$ cat src/rtl/upcounter_sync.sv
// Synchronous modulo-N up counter with clear, parallel load, enable gating,
// wrap-or-saturate mode, a one-cycle wrap pulse and a sticky overflow flag.
module upcounter_sync #(
    parameter int WIDTH    = 4,
    parameter int MODULUS  = 16,
    parameter int SATURATE = 0
) (
    input  logic             clock,
    input  logic             reset,
    input  logic             enable,
    input  logic             clear,
    input  logic             load,
    input  logic [WIDTH-1:0] load_value,
    input  logic             clear_ovf,
    output logic [WIDTH-1:0] count,
    output logic             carry,
    output logic             wrapped,
    output logic             overflow
);

    localparam logic [WIDTH:0]   MOD_FULL = (WIDTH+1)'(MODULUS);
    localparam logic [WIDTH-1:0] TOP      = WIDTH'(MODULUS - 1);

    if (MODULUS < 2 || longint'(MODULUS) > (longint'(1) << WIDTH)) begin : g_bad_modulus
        $fatal(1, "upcounter_sync: MODULUS %0d outside 2..2**WIDTH", MODULUS);
    end

    logic [WIDTH:0] count_inc;
    logic           at_top;
    logic           load_oor;
    logic           step;
    logic           ovf_set;
    logic           sat_hold;

    // The increment carries into bit WIDTH, so the top test also works when
    // MODULUS equals 2**WIDTH and the count wraps by natural binary rollover.
    assign count_inc = {1'b0, count} + (WIDTH+1)'(1);
    assign at_top    = (count_inc == MOD_FULL);
    assign load_oor  = ({1'b0, load_value} >= MOD_FULL);
    assign step      = enable && !clear && !load;
    assign carry     = step && at_top;
    assign ovf_set   = carry || (load && !clear && load_oor);

    // NOTE: state registers use non-blocking assignments so every register
    // samples the pre-edge values, independent of statement order.
    always_ff @(posedge clock or posedge reset) begin
        if (reset) begin
            count    <= '0;
            wrapped  <= 1'b0;
            overflow <= 1'b0;
            sat_hold <= 1'b0;
        end else begin
            if (ovf_set) begin
                overflow <= 1'b1;
            end else if (clear_ovf) begin
                overflow <= 1'b0;
            end

            if (clear) begin
                count    <= '0;
                wrapped  <= 1'b0;
                sat_hold <= 1'b0;
            end else if (load) begin
                count    <= load_oor ? TOP : load_value;
                wrapped  <= 1'b0;
                sat_hold <= 1'b0;
            end else if (enable) begin
                if (!at_top) begin
                    count    <= count_inc[WIDTH-1:0];
                    wrapped  <= 1'b0;
                    sat_hold <= 1'b0;
                end else if (SATURATE != 0) begin
                    // sat_hold remembers that this stay at the top already pulsed
                    wrapped  <= !sat_hold;
                    sat_hold <= 1'b1;
                end else begin
                    count   <= '0;
                    wrapped <= 1'b1;
                end
            end else begin
                wrapped <= 1'b0;
            end
        end
    end

endmodule

$ cat config.mk
export PLATFORM = sky130hd
export DESIGN_NAME = upcounter_sync
export DESIGN_NICKNAME = d
export VERILOG_FILES = /design/src/rtl/upcounter_sync.sv
export SDC_FILE = /design/constraint.sdc
export NUM_CORES = 1
export LEC_CHECK = 0
export ABC_AREA = 1
export CAP_MARGIN = 20
export CORE_AREA = 2 2 39 41
export DETAILED_ROUTE_END_ITERATION = 10
export DIE_AREA = 0 0 41 43
export PLACE_DENSITY = 0.7
export RECOVER_POWER = 50
export REMOVE_ABC_BUFFERS = 1
export SLEW_MARGIN = 40
export SYNTH_ARGS = -nofsm -noshare
export SYNTH_HDL_FRONTEND = slang
export SYNTH_SLANG_ARGS = --single-unit
$ cat constraint.sdc
create_clock -name clock -period 1.3 [get_ports clock]
set_clock_uncertainty 0.05 [all_clocks]
set_input_delay 0.26 -clock clock [delete_from_list [all_inputs] [get_ports clock]]
set_output_delay 0.26 -clock clock [all_outputs]
set_load 0.1 [all_outputs]
### Word level (Yosys, flattened, before mapping)

Cells that the tools add are included.
W data, S select, Z words.

* flip-flop bits (word level): 6
* input bits: 10
* output and inout port bits: 7
* word-level logic and storage cells: 22

* add/subtract/negate cells: 1
* eq/ne operators: 1
* multiplexer cells: 10
* reductions and logical operators: 7

Operators by type and width (count)
* $mux W4: 4
* $mux W1: 6
* $add A4 B1 Y5 const B: 1
* $eq A5 B5 Y1 const B: 1
* $logic_and A1 B1 Y1: 3
* $reduce_bool A3 Y1: 1
* $logic_not A1 Y1: 2
* $reduce_bool A2 Y1: 1

### Depth between registers and ports, before layout

Gate-level depths: netlist of run 1.

* word-level depth: 6
* gate-level depth with buffers: 6
* mapped depth without buffers: 6

### Least setup slack after synthesis of run 1

Ideal clock, no wire load.

* path type: register -> output
* start: register count[0]
* end: output carry
* arrival: 2.783 ns
* data required time: 0.990 ns
* setup slack: -1.793 ns
* stages on the path, launching flop included: 6
* path buffers: 0
* path through: dfrtp_1 -> ha_1 -> nand2_1 -> inv_1 -> nand3_1 -> nor2_1

* word-level cells in the longest chain between the ends: 3

RTL lines
* start, declared: line 15 `output logic [WIDTH-1:0] count,`
* start signal, assigned: line 64 `count <= load_oor ? TOP : load_value;`
* start signal, assigned: line 69 `count <= count_inc[WIDTH-1:0];`
* $add A4 B1 Y5: line 37 `assign count_inc = {1'b0, count} + (WIDTH+1)'(1);`
* $eq A5 B5 Y1: line 38 `assign at_top = (count_inc == MOD_FULL);`
* $logic_and A1 B1 Y1: line 41 `assign carry = step && at_top;`
* end, declared: line 16 `output logic carry,`

No other way between the ends.

### Worst setup path after layout of run 1

Ends and elaborated chain as after synthesis.

==> run_results.csv, run 1 <==
group,metric,value,unit
outcome,outcome,"complete, but fails checks",
drt,routed_wl,833,um
drt,drc_errors,0,
critical_path,timing.rr.end,"count[3]",
drt,wire_per_inst,8.96,um
cts,clock-sinks,6,
timing,slew_violations,0,
critical_path,path_max_fanout,2,
placement,dp_hpwl,681,um
floorplan,die_h,43,um
critical_path,slowest_stage,"dfrtp_1",
power_and_ir_drop,p_seq_share,32.6,%
power_and_ir_drop,combPwrFrac,41.4,%
drt,drt-initial-drc-count,2,
power_and_ir_drop,ir_drop,0.322,mV
run,max-cap-violations,0,
cts,clk_pin_slew_worst_paths,0.05,ns
timing,period_share,121,%
critical_path,critPathLaunch,"count[0]",
timing,maxSlewHeadroom,79.9,%
layout,fin_nets,90,
synth,synth_area_leaders,"dfrtp_1 43%, nand2_1 13%, inv_1 8.7%",
critical_path,crit_chain,"ha_2 > nand2_2 > inv_2 > nand3_4 > nor2_4 > buf_12",
synth,yosys.area.top_type,"dfrtp_1",
power_and_ir_drop,power_switching,224,uW
grt,grt_use_total,11.3,%
layout,final_common_cell,"nand2_1",
layout,utilization,51.8,%
floorplan,die_w,41,um
cts,cts_buffers,3,
cts,ctsRootBufferMaster,"clkbuf_4",
floorplan,coreArea,1380,um^2
timing,rsz0062_at_grt,"yes",
min_path,min_path_type,"input port to asynchronous set/reset pin",
layout,diodes,0,
synth,syn_inst,48,
power_and_ir_drop,p_leak,0.351,nW
layout,final_layout_size_suffix_gt1_share,39.0,%
synth,yosysSeqAreaShare,43.3,%
synth,avgSynthCellArea,7.22,um^2
timing,post-route-min-period,1.57,ns
floorplan,rows,14,
power_and_ir_drop,p_per_area,896,nW/um^2
critical_path,cpPeakStageDelay,0.35,ns
critical_path,timing.rr.start,"count[0]",
timing,fin_hold_ws,0.323,ns
timing,tightest_slew,0.303,ns
cts,clkLatencyLatePin,0.24,ns
outcome,violations,"negative setup slack",
critical_path,end_kind,"output pin",
cts,cts_tree,"done",
power_and_ir_drop,clockPowerShare,26.0,%
power_and_ir_drop,total_power,643,uW
placement,portBuffers,16,
critical_path,r2r_setup_slack,0.12,ns
critical_path,crit_required,0.99,ns
grt,grt_overflow,0,
critical_path,rr_worst_depth,7,
layout,syn_to_final_growth,107,%
floorplan,start_util,25.0,%
drt,ant_nets,0,
floorplan,die_area,1760,um^2
placement,gp_congestion,0.854,
cts,clockBufferDepth,2,
power_and_ir_drop,p_sw_share,34.9,%
timing,fmax,636,MHz
grt,grt_max_degree,7,
timing,final_hold_viol_count,0,
power_and_ir_drop,internal_power,418,uW
critical_path,worstSetupPathType,"flop to output pin",
synth,yosysTopAreaCellShare,43.3,%
cts,htree_num_levels,1,
grt,grt_antenna_before_repair,0,
floorplan,io_pins,17,
placement,place_inst,88,
synth,ys_seq_elements,6,
critical_path,cp_data_arrival_time,1.26,ns
layout,fill_cells,123,
grt,grt_pass1_vias,352,
drt,via_per_inst,4.28,
synth,syn_area,347,um^2
grt,grt_pass1_wl,1.32,mm
critical_path,start_kind,"flop",
layout,final_cells,93,
synth,ys_warn_count,0,
timing,setup_ws,-0.273,ns
timing,final-setup-viol-count,2,
layout,final_cell_mix,"11 x nand2_1, 9 x buf_4, 8 x clkdlybuf4s50_1",
drt,vias,398,
drt,dr.pass1.iters,2,
synth,synth_cell_types,14,
-- synth_stat cells --
cell / count
o21ai_0: 2
o21ai_1: 2
nand2_1: 12
nand3_1: 2
o22ai_1: 1
nor2_2: 1
nand4_2: 1
ha_1: 1
or2_1: 1
dfrtp_1: 6
inv_1: 8
nand2_2: 2
nor2_1: 8
a21oi_1: 1
-- per-layer routing --
layer  global-route usage [%]  routed length [um]  up-vias
met5                        0                   0        -
li1                         -                   -      207
met1                     12.2                 346      177
met4                     8.00                   0        0
met2                     17.8                 420       14
met3                     3.14                  66        0
-- worst max-delay path: cells and delay by family (launching register included) --
family                   cells  cell delay [ns]
adder cells (fa/ha/maj)      1             0.19
buffers and inverters        2             0.25
AND/OR/NAND/NOR              3             0.23
flip-flops                   1             0.35
-- kinds of logic after synthesis --
group,after synthesis,share of synthesized area (%)
AO/OA/AOI/OAI,6,9.03
adder cells (fa/ha/maj),1,3.61
buffers and inverters,8,8.66
flip-flops,6,43.3
AND/OR/NAND/NOR,27,35.4
-- power by group through the flow --
stage	Clock, mW	Combinational [mW]	Sequential, mW
3_3_place_gp	0	0.253	0.210
2_1_floorplan	0	0.0406	0.301
3_5_place_dp	0	0.253	0.211
4_1_cts	0.170	0.259	0.208
6_report	0.167	0.266	0.209
5_1_grt	0.182	0.283	0.211
-- per-stage QoR --
step | TNS [ns] | worst slack (ns) | area, um^2
3_3_place_gp | -0.556 | -0.354 | 657
3_5_place_dp | -0.657 | -0.372 | 657
2_1_floorplan | -4.11 | -1.79 | 347
5_1_grt | -0.460 | -0.342 | 717
4_1_cts | -0.310 | -0.310 | 707
6_report | -0.352 | -0.273 | 717
-- sequential cells by signal, summed over array words and instances (netlist names) --
signal and cells:
wrapped 1, count 4, overflow 1
-- area by class of cell --
cell class              instances  area (um^2)  share of cell area [%]
clock buffers                   3         22.5                    3.14
inverters                       8         30.0                    4.19
multi-input cells              34          196                    27.4
flip-flops and latches          6          151                    21.1
well taps                      16         20.0                    2.79
repair buffers                 26          297                    41.4
-- worst max path at each step --
stage | cells after the start | to | slack [ns]
2_1_floorplan | 5 | carry | -1.79
3_5_place_dp | 5 | carry | -0.37
3_3_place_gp | 5 | carry | -0.35
5_1_grt | 6 | carry | -0.34
6_report | 6 | carry | -0.27
4_1_cts | 6 | carry | -0.31
-- repair_timing --
item,in CTS,in global routing
setup buffers,0,2
pin swaps,2,3
hold endpoints to repair,0,0
gates resized for setup,7,3
gates cloned,0,0
hold buffers,0,0
setup endpoints to repair,1,2
No activity file was read; power rests on OpenSTA's default activity.
==> run 2, diff against run 1 <==
--- a/config.mk
+++ b/config.mk
@@ -6,11 +6,13 @@
 export NUM_CORES = 1
 export LEC_CHECK = 0
 export ABC_AREA = 1
+export ABC_CLOCK_PERIOD_IN_PS = 1600
 export CAP_MARGIN = 20
 export CORE_AREA = 2 2 39 41
+export CTS_BUF_LIST = sky130_fd_sc_hd__clkbuf_16
 export DETAILED_ROUTE_END_ITERATION = 10
 export DIE_AREA = 0 0 41 43
-export PLACE_DENSITY = 0.7
+export PLACE_DENSITY = 0.68
 export RECOVER_POWER = 50
 export REMOVE_ABC_BUFFERS = 1
 export SLEW_MARGIN = 40
==> constraint.sdc (replaced) <==
create_clock -name clock -period 1.6 [get_ports clock]
set_clock_uncertainty 0.05 [all_clocks]
set_input_delay 0.32 -clock clock [delete_from_list [all_inputs] [get_ports clock]]
set_output_delay 0.32 -clock clock [all_outputs]
set_load 0.1 [all_outputs]
==> run_results.csv, run 2 (synthesized netlist as in run 1, its figures left out) <==
group,metric,value,unit
outcome,violations,"negative setup slack",
cts,postCtsSetupBuffers,0,
cts,htree_num_levels,1,
floorplan,die_h,43,um
critical_path,crit_required,1.23,ns
power_and_ir_drop,power_switching,215,uW
timing,post-route-min-period,1.64,ns
placement,gp_congestion,0.776,
cts,ctsRootBufferMaster,"clkbuf_16",
grt,grt_use_total,13.3,%
placement,place_inst,86,
critical_path,path_max_fanout,2,
drt,drc_errors,0,
placement,portBuffers,16,
timing,maxSlewHeadroom,84.6,%
layout,fin_nets,86,
timing,fmax,611,MHz
critical_path,worstSetupPathType,"flop to output pin",
min_path,min_path_type,"input port to asynchronous set/reset pin",
floorplan,rows,14,
timing,tightest_slew,0.231,ns
cts,clkLatencyLatePin,0.23,ns
grt,grt_antenna_before_repair,0,
layout,final_cell_mix,"11 x nand2_1, 7 x inv_1, 7 x nor2_1, 7 x buf_12",
drt,dr.pass1.iters,4,
layout,regMostFlops,"count",
cts,clk_pin_slew_worst_paths,0.03,ns
cts,clock-sinks,6,
grt,grt_overflow,0,
power_and_ir_drop,p_per_area,1050,nW/um^2
timing,setup_ws,-0.0365,ns
timing,final-setup-viol-count,1,
layout,largest_reg_flops,4,
drt,via_per_inst,4.49,
placement,post_dp_cell_area,642,um^2
drt,drt-initial-drc-count,4,
grt,grt_max_degree,7,
floorplan,coreArea,1380,um^2
cts,hold_buffers,0,
power_and_ir_drop,clockPowerShare,52.1,%
critical_path,end_kind,"output pin",
floorplan,die_area,1760,um^2
critical_path,timing.rr.start,"count[1]",
grt,grt_pass1_wl,1.49,mm
drt,wire_per_inst,10.4,um
cts,cts_buffers,3,
cts,clockBufferDepth,2,
timing,final_hold_viol_count,0,
critical_path,cp_data_arrival_time,1.27,ns
layout,final_common_cell,"nand2_1",
floorplan,start_util,25.0,%
grt,grt_pass1_vias,359,
outcome,outcome,"complete, but fails checks",
drt,ant_nets,0,
power_and_ir_drop,combPwrFrac,25.6,%
power_and_ir_drop,internal_power,565,uW
run,max-cap-violations,0,
layout,final_cells,89,
placement,dp_hpwl,702,um
critical_path,critPathLaunch,"count[1]",
power_and_ir_drop,p_seq_share,22.3,%
layout,diodes,0,
critical_path,start_kind,"flop",
layout,syn_to_final_growth,114,%
drt,vias,400,
cts,cts_tree,"done",
power_and_ir_drop,p_leak,0.368,nW
drt,routed_wl,928,um
floorplan,die_w,41,um
timing,slew_violations,0,
timing,rsz0062_at_grt,"yes",
layout,fin_area,743,um^2
power_and_ir_drop,p_sw_share,27.6,%
floorplan,io_pins,17,
layout,final_layout_size_suffix_gt1_share,34.2,%
timing,period_share,102,%
power_and_ir_drop,ir_drop,0.523,mV
layout,reg_top3,"count: 4 flops, overflow: 1 flops, wrapped: 1 flops",
[run 2: worst max-delay path, cell delays in order (launching register included)]
cell     delay (ns)
dfrtp_1        0.34
ha_2           0.19
nand2_2        0.06
inv_2          0.08
nand3_4        0.07
nor2_4         0.11
buf_12         0.18
[run 2: layout make-up]
| cell class | count | area (um^2) |
|---|---|---|
| Inverter | 8 | 30.0 |
| Fill cell | 130 | 641 |
| Tap cell | 16 | 20.0 |
| Timing Repair Buffer | 22 | 277 |
| Clock buffer | 3 | 75.1 |
| Multi-Input combinational cell | 34 | 191 |
| Sequential cell | 6 | 150 |
[run 2: what timing repair did]
action	CTS	global route
endpoints found under the setup margin	1	1
pin swaps	3	4
gates resized for setup	4	5
cloned	0	0
hold endpoints to repair	0	0
[run 2: layer usage]
metal | track usage (%) | part of all wire (%) | vias up
met4 | 8.00 | 3.8 | 0
met1 | 13.2 | 35 | 174
li1 | - | - | 201
met2 | 22.2 | 51 | 21
met5 | 0 | 0 | -
met3 | 4.71 | 9.9 | 4
[run 2: power by group through the flow]
stage	Clock [mW]	Sequential [mW]	Combinational, mW
after CTS	0.410	0.173	0.200
after floorplan	0	0.245	0.0329
final	0.407	0.174	0.200
after detailed placement	0	0.174	0.199
after global routing	0.420	0.176	0.213
after global placement	0	0.174	0.196
[run 2: path summary, 6_finish.rpt]
check | to | slack [ns] | cells after the start
max reg2reg | count[1] | 0.44 | 4
max in group asynchronous | wrapped | 0.91 | 2
min reg2reg | overflow | 0.54 | 2
min in group clock | count[0] | 0.48 | 4
max | carry | -0.04 | 6
min | overflow | 0.40 | 2
[run 2: through the flow]
stage                     setup WS, ns  utilization, %  power, mW  hold slack, ns  setup TNS (ns)
after floorplan                  -1.55               -      0.278          0.0610           -2.22
after global placement          -0.152            46.4      0.370           0.506          -0.152
after detailed placement        -0.159            46.4      0.373           0.503          -0.159
after CTS                      -0.0839            52.6      0.783           0.271         -0.0839
after global routing            -0.106            53.7      0.808           0.431          -0.106
final                          -0.0365            53.7      0.780           0.400         -0.0365
==> run 3, diff against run 2 <==
--- a/config.mk
+++ b/config.mk
@@ -15,7 +15,7 @@
 export PLACE_DENSITY = 0.68
 export RECOVER_POWER = 50
 export REMOVE_ABC_BUFFERS = 1
-export SLEW_MARGIN = 40
+export SLEW_MARGIN = 20
 export SYNTH_ARGS = -nofsm -noshare
 export SYNTH_HDL_FRONTEND = slang
 export SYNTH_SLANG_ARGS = --single-unit
==> results of run 3 <==
No change in the layout: final DEF, timing and power equal those of run 2.
==> edit 1, RTL diff (config.mk and constraints of run 3) <==
The parameter `WIDTH` goes from 4 to 5.
--- a/src/rtl/upcounter_sync.sv
+++ b/src/rtl/upcounter_sync.sv
@@ -3,3 +3,3 @@
 module upcounter_sync #(
-    parameter int WIDTH    = 4,
+    parameter int WIDTH    = 5,
     parameter int MODULUS  = 16,
Interface: changed (resized count and load_value); port bits go from 17 to 19. No check against the original RTL was run, so the function may have changed too.
==> edit 1 against run 3 <==
The run still ends with negative setup slack left. Via count grew 26%. Setup slack lost 0.23 ns. Largest cell class unchanged. Total power grew 14%. Routed wire length grew 36%. Sequential cell count grew 1. Utilization grew 6.4 points. Synthesized area grew 25%. Cell area grew 12%.
==> edit 1: results (changes against run 3) <==
Status
  • Status: finished, violations left
  • Failing checks: negative setup slack

Timing
  • Fin Setup TNS: -0.262 ns (-0.225 ns)
  • Final worst slack: -0.262 ns (-0.225 ns)
  • Worst Tran Pin Value: 0.543 ns (+0.312 ns)
  • Setup violations, final: 1 (unchanged)

Yosys
  • Synth cell types: 16 (+2)
  • Largest cells by area after synthesis: dfrtp_1 (41%), nand2_1 (13%), inv_1 (7.8%)
  • Top cells by count, synth: nand2_1 (15), inv_1 (9), dfrtp_1 (7), nor2_1 (7), o21ai_1 (6)
  • Seq/Total Area, Yosys: 40.6% (-2.7 points)
  • Share of the synthesized area in the top cell type: 40.6% (-2.7 points)
  • Syn Inst Count: 63 (+31%)
  • Synth async-reset ratio: 100% (unchanged)

GRT
  • Met3 usage: 3.14% (-1.6 points)
  • Vias in the first global route: 515 (+43%)
  • Met1 usage: 21.5% (+8.4 points)
  • Global-route wire length before repair: 2110 um (+42%)
  • GR Util All Layers: 18.0% (+4.7 points)
  • Largest net degree at the start of global routing: 8 (+1)
  • Met2 Usage GRT: 28.7% (+6.6 points)
  • Initial antenna violation count: 0 (unchanged)
  • Most Crowded Layer GR: met2

Drt
  • Drt via density: 4.63 (+3.1%)
  • Routed WL per cell: 11.6 um (+11%)
  • Via Count: 505 (+26%)
  • DR pass1 iterations: 4 (unchanged)
  • Iter 0 DRT Violations: 12 (+8)

Power
  • Sequential power: 0.000204 W (+17%)
  • Leak Pwr: 0.411 nW (+12%)
  • Clock net power: 0.000425 W (+4%)
  • Net load switching power: 0.000274 W (+27%)
  • Total power: 0.000888 W (+14%)
  • VDD IR max: 0.000689 V (+32%)

Setup path
  • Worst path arrival time: 1.49 ns (+0.22 ns)
  • Worst path slowest cell: dfrtp_1
  • Crit-path max FO: 3 (+1)
  • Reg2Reg Depth: 8 (+4)
  • Slowest cell delay on critical path: 0.37 ns (+0.03 ns)

Final layout
  • Top Registers: count (5), overflow (1), wrapped (1)
  • Final Core Density: 60.1% (+6.4 points)
  • Fill count: 116 (-11%)
  • Layout cell share with drive strength beyond 1: 31.2% (-3.1 points)
  • Nets@finish: 106 (+23%)

Hold path
  • Min-Delay Path Class: in2async

Placement
  • Port Buf Inserts: 18 (+2)
  • DP HPWL: 885 um (+26%)
  • Gp weighted congestion: 0.760 (-2.0%)
  • Place WS: -0.172 ns (-0.0130 ns)
  • Area post-placement: 772 sq um (+20%)

Clock network
  • CTS max path bufs: 2 (unchanged)
  • Clk slew on worst S/H paths: 0.04 ns
  • Clock root buffer: clkbuf_16
## edit 1: final cells by class
type                    instances  area share (%)
clock inverters                 1           0.451
clock buffers                   3            9.02
well taps                      16            2.41
multi-input cells              42            26.9
inverters                      14            6.32
repair buffers                 26            33.8
flip-flops and latches          7            21.1
## edit 1: path summary, 6_finish.rpt
check	startpoint	end	slack [ns]
max	count[0]$_DFFE_PP0P_	carry	-0.26
min	reset	wrapped$_DFF_PP0_	0.41
max reg2reg	count[0]$_DFFE_PP0P_	overflow$_DFFE_PP0P_	0.20
min reg2reg	overflow$_DFFE_PP0P_	overflow$_DFFE_PP0P_	0.57
max in group asynchronous	reset	count[1]$_DFFE_PP0P_	0.86
min in group clock	overflow$_DFFE_PP0P_	overflow$_DFFE_PP0P_	0.57
## edit 1: routing by layer
metal,share of wire (%),routed length [um],vias up
li1,-,-,256
met5,0,0,-
met4,1.3,16,0
met2,54,682,24
met1,39,498,223
met3,5.5,69,2
## edit 1: cells by family (layout without fill, tap and decap cells)
family | count (synthesis) | after routing | share of synthesized area [%]
adders and majority gates | 1 | 1 | 2.90
buffers and inverters | 14 | 44 | 12.2
and+or+nand+nor | 31 | 31 | 30.7
AOI/OAI and AO/OA | 9 | 9 | 11.6
xor gates and xnor gates | 1 | 1 | 2.03
DFF | 7 | 7 | 40.6
## edit 1: critical path: cells and delay by family (launching register included)
family	cells	cell delay [ns]
and+or+nand+nor	3	0.28
AOI/OAI and AO/OA	1	0.07
adders and majority gates	1	0.22
DFF	1	0.37
buffers and inverters	3	0.31
## edit 1: timing repair
action | CTS | global route
endpoints found under the hold margin | 0 | 0
resized for setup | 4 | 2
pin swaps | 3 | 3
setup endpoints to repair | 1 | 1
setup buffers | 0 | 0
==> edit 2, RTL diff (settings of run 3) <==
Without the edit above. Register the output `carry`; this adds one clock of latency there. The other outputs are not delayed to match.
--- a/src/rtl/upcounter_sync.sv
+++ b/src/rtl/upcounter_sync.sv
@@ -23,2 +23,4 @@
 
+    logic carry_d;
+
     if (MODULUS < 2 || longint'(MODULUS) > (longint'(1) << WIDTH)) begin : g_bad_modulus
@@ -40,4 +42,4 @@
     assign step      = enable && !clear && !load;
-    assign carry     = step && at_top;
-    assign ovf_set   = carry || (load && !clear && load_oor);
+    assign carry_d   = step && at_top;
+    assign ovf_set   = carry_d || (load && !clear && load_oor);
 
@@ -85,2 +87,6 @@
 
+    always_ff @(posedge clock) begin
+        carry <= carry_d;
+    end
+
 endmodule
Check against the original RTL: not equivalent (a bounded check fails within 4 cycles, from zero or initial values and one cycle with reset high).
==> edit 2 against run 3 <==
Synthesized area grew 3.6%. Sequential cell count up 1. Non-clock buffer count fell by 5. Total power grew 1.1%. Worst hold slack got worse by 0.00079 ns. Cell area down 14%. Setup slack gained 0.21 ns. Sequential power rose by 16%. Die area stayed put. Cell count decreased by 3.4%. Routed wire length down 8.9%. First-iteration DRC count grew 25%. Critical path type unchanged. Critical endpoint is now count[3]. Largest cell class unchanged. Largest power group unchanged.
==> edit 2: results (changes against run 3) <==
Status
  • Status: completed

Setup path
  • Worst path arrival time: 1.06 ns (-0.21 ns)
  • Worst path slowest cell: buf_2
  • Flop2flop setup slack: 0.29 ns (-0.15 ns)
  • Slowest cell delay on critical path: 0.45 ns (+0.11 ns)
  • Worst Setup EP: count[3]
  • Reg-to-Reg Start: count[1]$_DFFE_PP0P_
  • Kind of cell adding the most delay to the critical path: buffers and inverters
  • Critical path launch point: count[3]$_DFFE_PP0P_
  • Crit-path max FO: 4 (+2)

Final layout
  • Multi-input gate count: 33 (-2.9%)
  • Inverters: 9 (+1)
  • Signal buf overhead: 28.0% (-9.3 points)
  • # clk buffers: 3 (unchanged)
  • Final clock-cell share: 12.4% (+2.3 points)
  • Antenna diode count: 0 (unchanged)
  • Area of the multi-input gates: 155 sq um (-19%)
  • Non-clock buffers: 17 (-23%)
  • Final Core Density: 45.9% (-7.8 points)
  • Layout cell share with drive strength beyond 1: 18.6% (-16 points)
  • Seq/total area: 26.8% (+6.6 points)
  • Fill count: 146 (+12%)

Timing
  • Hold slack: 0.399 ns (-0.000787 ns)
  • Worst Tran Pin Value: 0.545 ns (+0.313 ns)
  • Fin. Hold Viols: 0 (unchanged)
  • Fin crit share: 89.3% (-13 points)

Placement
  • Place WS: 0.118 ns (+0.277 ns)
  • Port Buf Inserts: 16 (unchanged)
  • Gp weighted congestion: 0.788 (+1.7%)
  • Area post-placement: 617 sq um (-3.9%)
  • Placed insts: 82 (-4.7%)
  • DP HPWL: 663 um (-5.6%)

Yosys
  • Top cells by count, synth: nand2_1 (12), inv_1 (9), nor2_1 (7)
  • Syn Inst Count: 49 (+2.1%)
  • Largest cells by area after synthesis: dfrtp_1 (42%), nand2_1 (13%), inv_1 (9.4%)
  • Post-synthesis mux area share: 0% (unchanged)
  • Synth cell types: 15 (+1)
  • Synth async-reset ratio: 85.7% (-14 points)
  • Seq/Total Area, Yosys: 47.4% (+4.1 points)
  • Mapped Avg Cell Area: 7.33 sq um (+1.5%)
  • Synth Area in Compound Gates: 8.71% (-0.31 points)
  • Xor/xnor share of the synthesized area: 0% (unchanged)
  • Post-Synth Adder-Cell Area: 3.48% (-0.13 points)

Clock network
  • Clock sink count: 7 (+1)
  • Post_cts resized: 0 (-4)
  • CTS HTree Levels: 1 (unchanged)
  • Clk_lat worst skew: 0.23 ns (about the same)
  • Post CTS Setup Buffer Count: 0 (unchanged)
  • Clk slew on worst S/H paths: 0.04 ns
  • Clock root buffer: clkbuf_16

GRT
  • Vias in the first global route: 343 (-4.5%)
  • Global-route wire length before repair: 1430 um (-4.2%)
  • GR Util All Layers: 12.3% (-1.0 points)

Drt
  • Final WL: 845 um (-8.9%)
  • Routed WL per cell: 9.83 um (-5.8%)
  • Iter 0 DRT Violations: 5 (+1)
  • Drt via density: 4.42 (-1.7%)

Power
  • Leak Pwr: 0.331 nW (-10%)
  • VDD IR max: 0.000408 V (-22%)
[edit 2: cell count changes in the layout (fill, tap and decap cells not counted), moves of 2 or more]
cell             change
buf_12               -4
buf_4                -5
clkbuf_2             +3
clkdlybuf4s50_1      +2
inv_1                +3
nand2_2              -2
nand3_1              +2
[edit 2: cell families (layout without fill, tap and decap cells)]
group	count (synthesis)	in the layout
simple gates	26	26
flops	7	7
compound gates	6	6
fa+ha+maj	1	1
buf+inv	9	30
[edit 2: metal layers]
| metal | global-route usage (%) | routed length [um] |
|---|---|---|
| met4 | 8.00 | 10 |
| met1 | 13.5 | 343 |
| met5 | 0 | 0 |
| met3 | 4.71 | 98 |
| met2 | 18.8 | 392 |
[edit 2: power breakdown]
| part | leakage (nW) | switching, W | internal [W] |
|---|---|---|---|
| sequential | 0.0877 | 0.0000142 | 0.000187 |
| clock | 0.0423 | 0.0000919 | 0.000325 |
| combinational | 0.201 | 0.000105 | 0.0000656 |
| total | 0.331 | 0.000211 | 0.000577 |
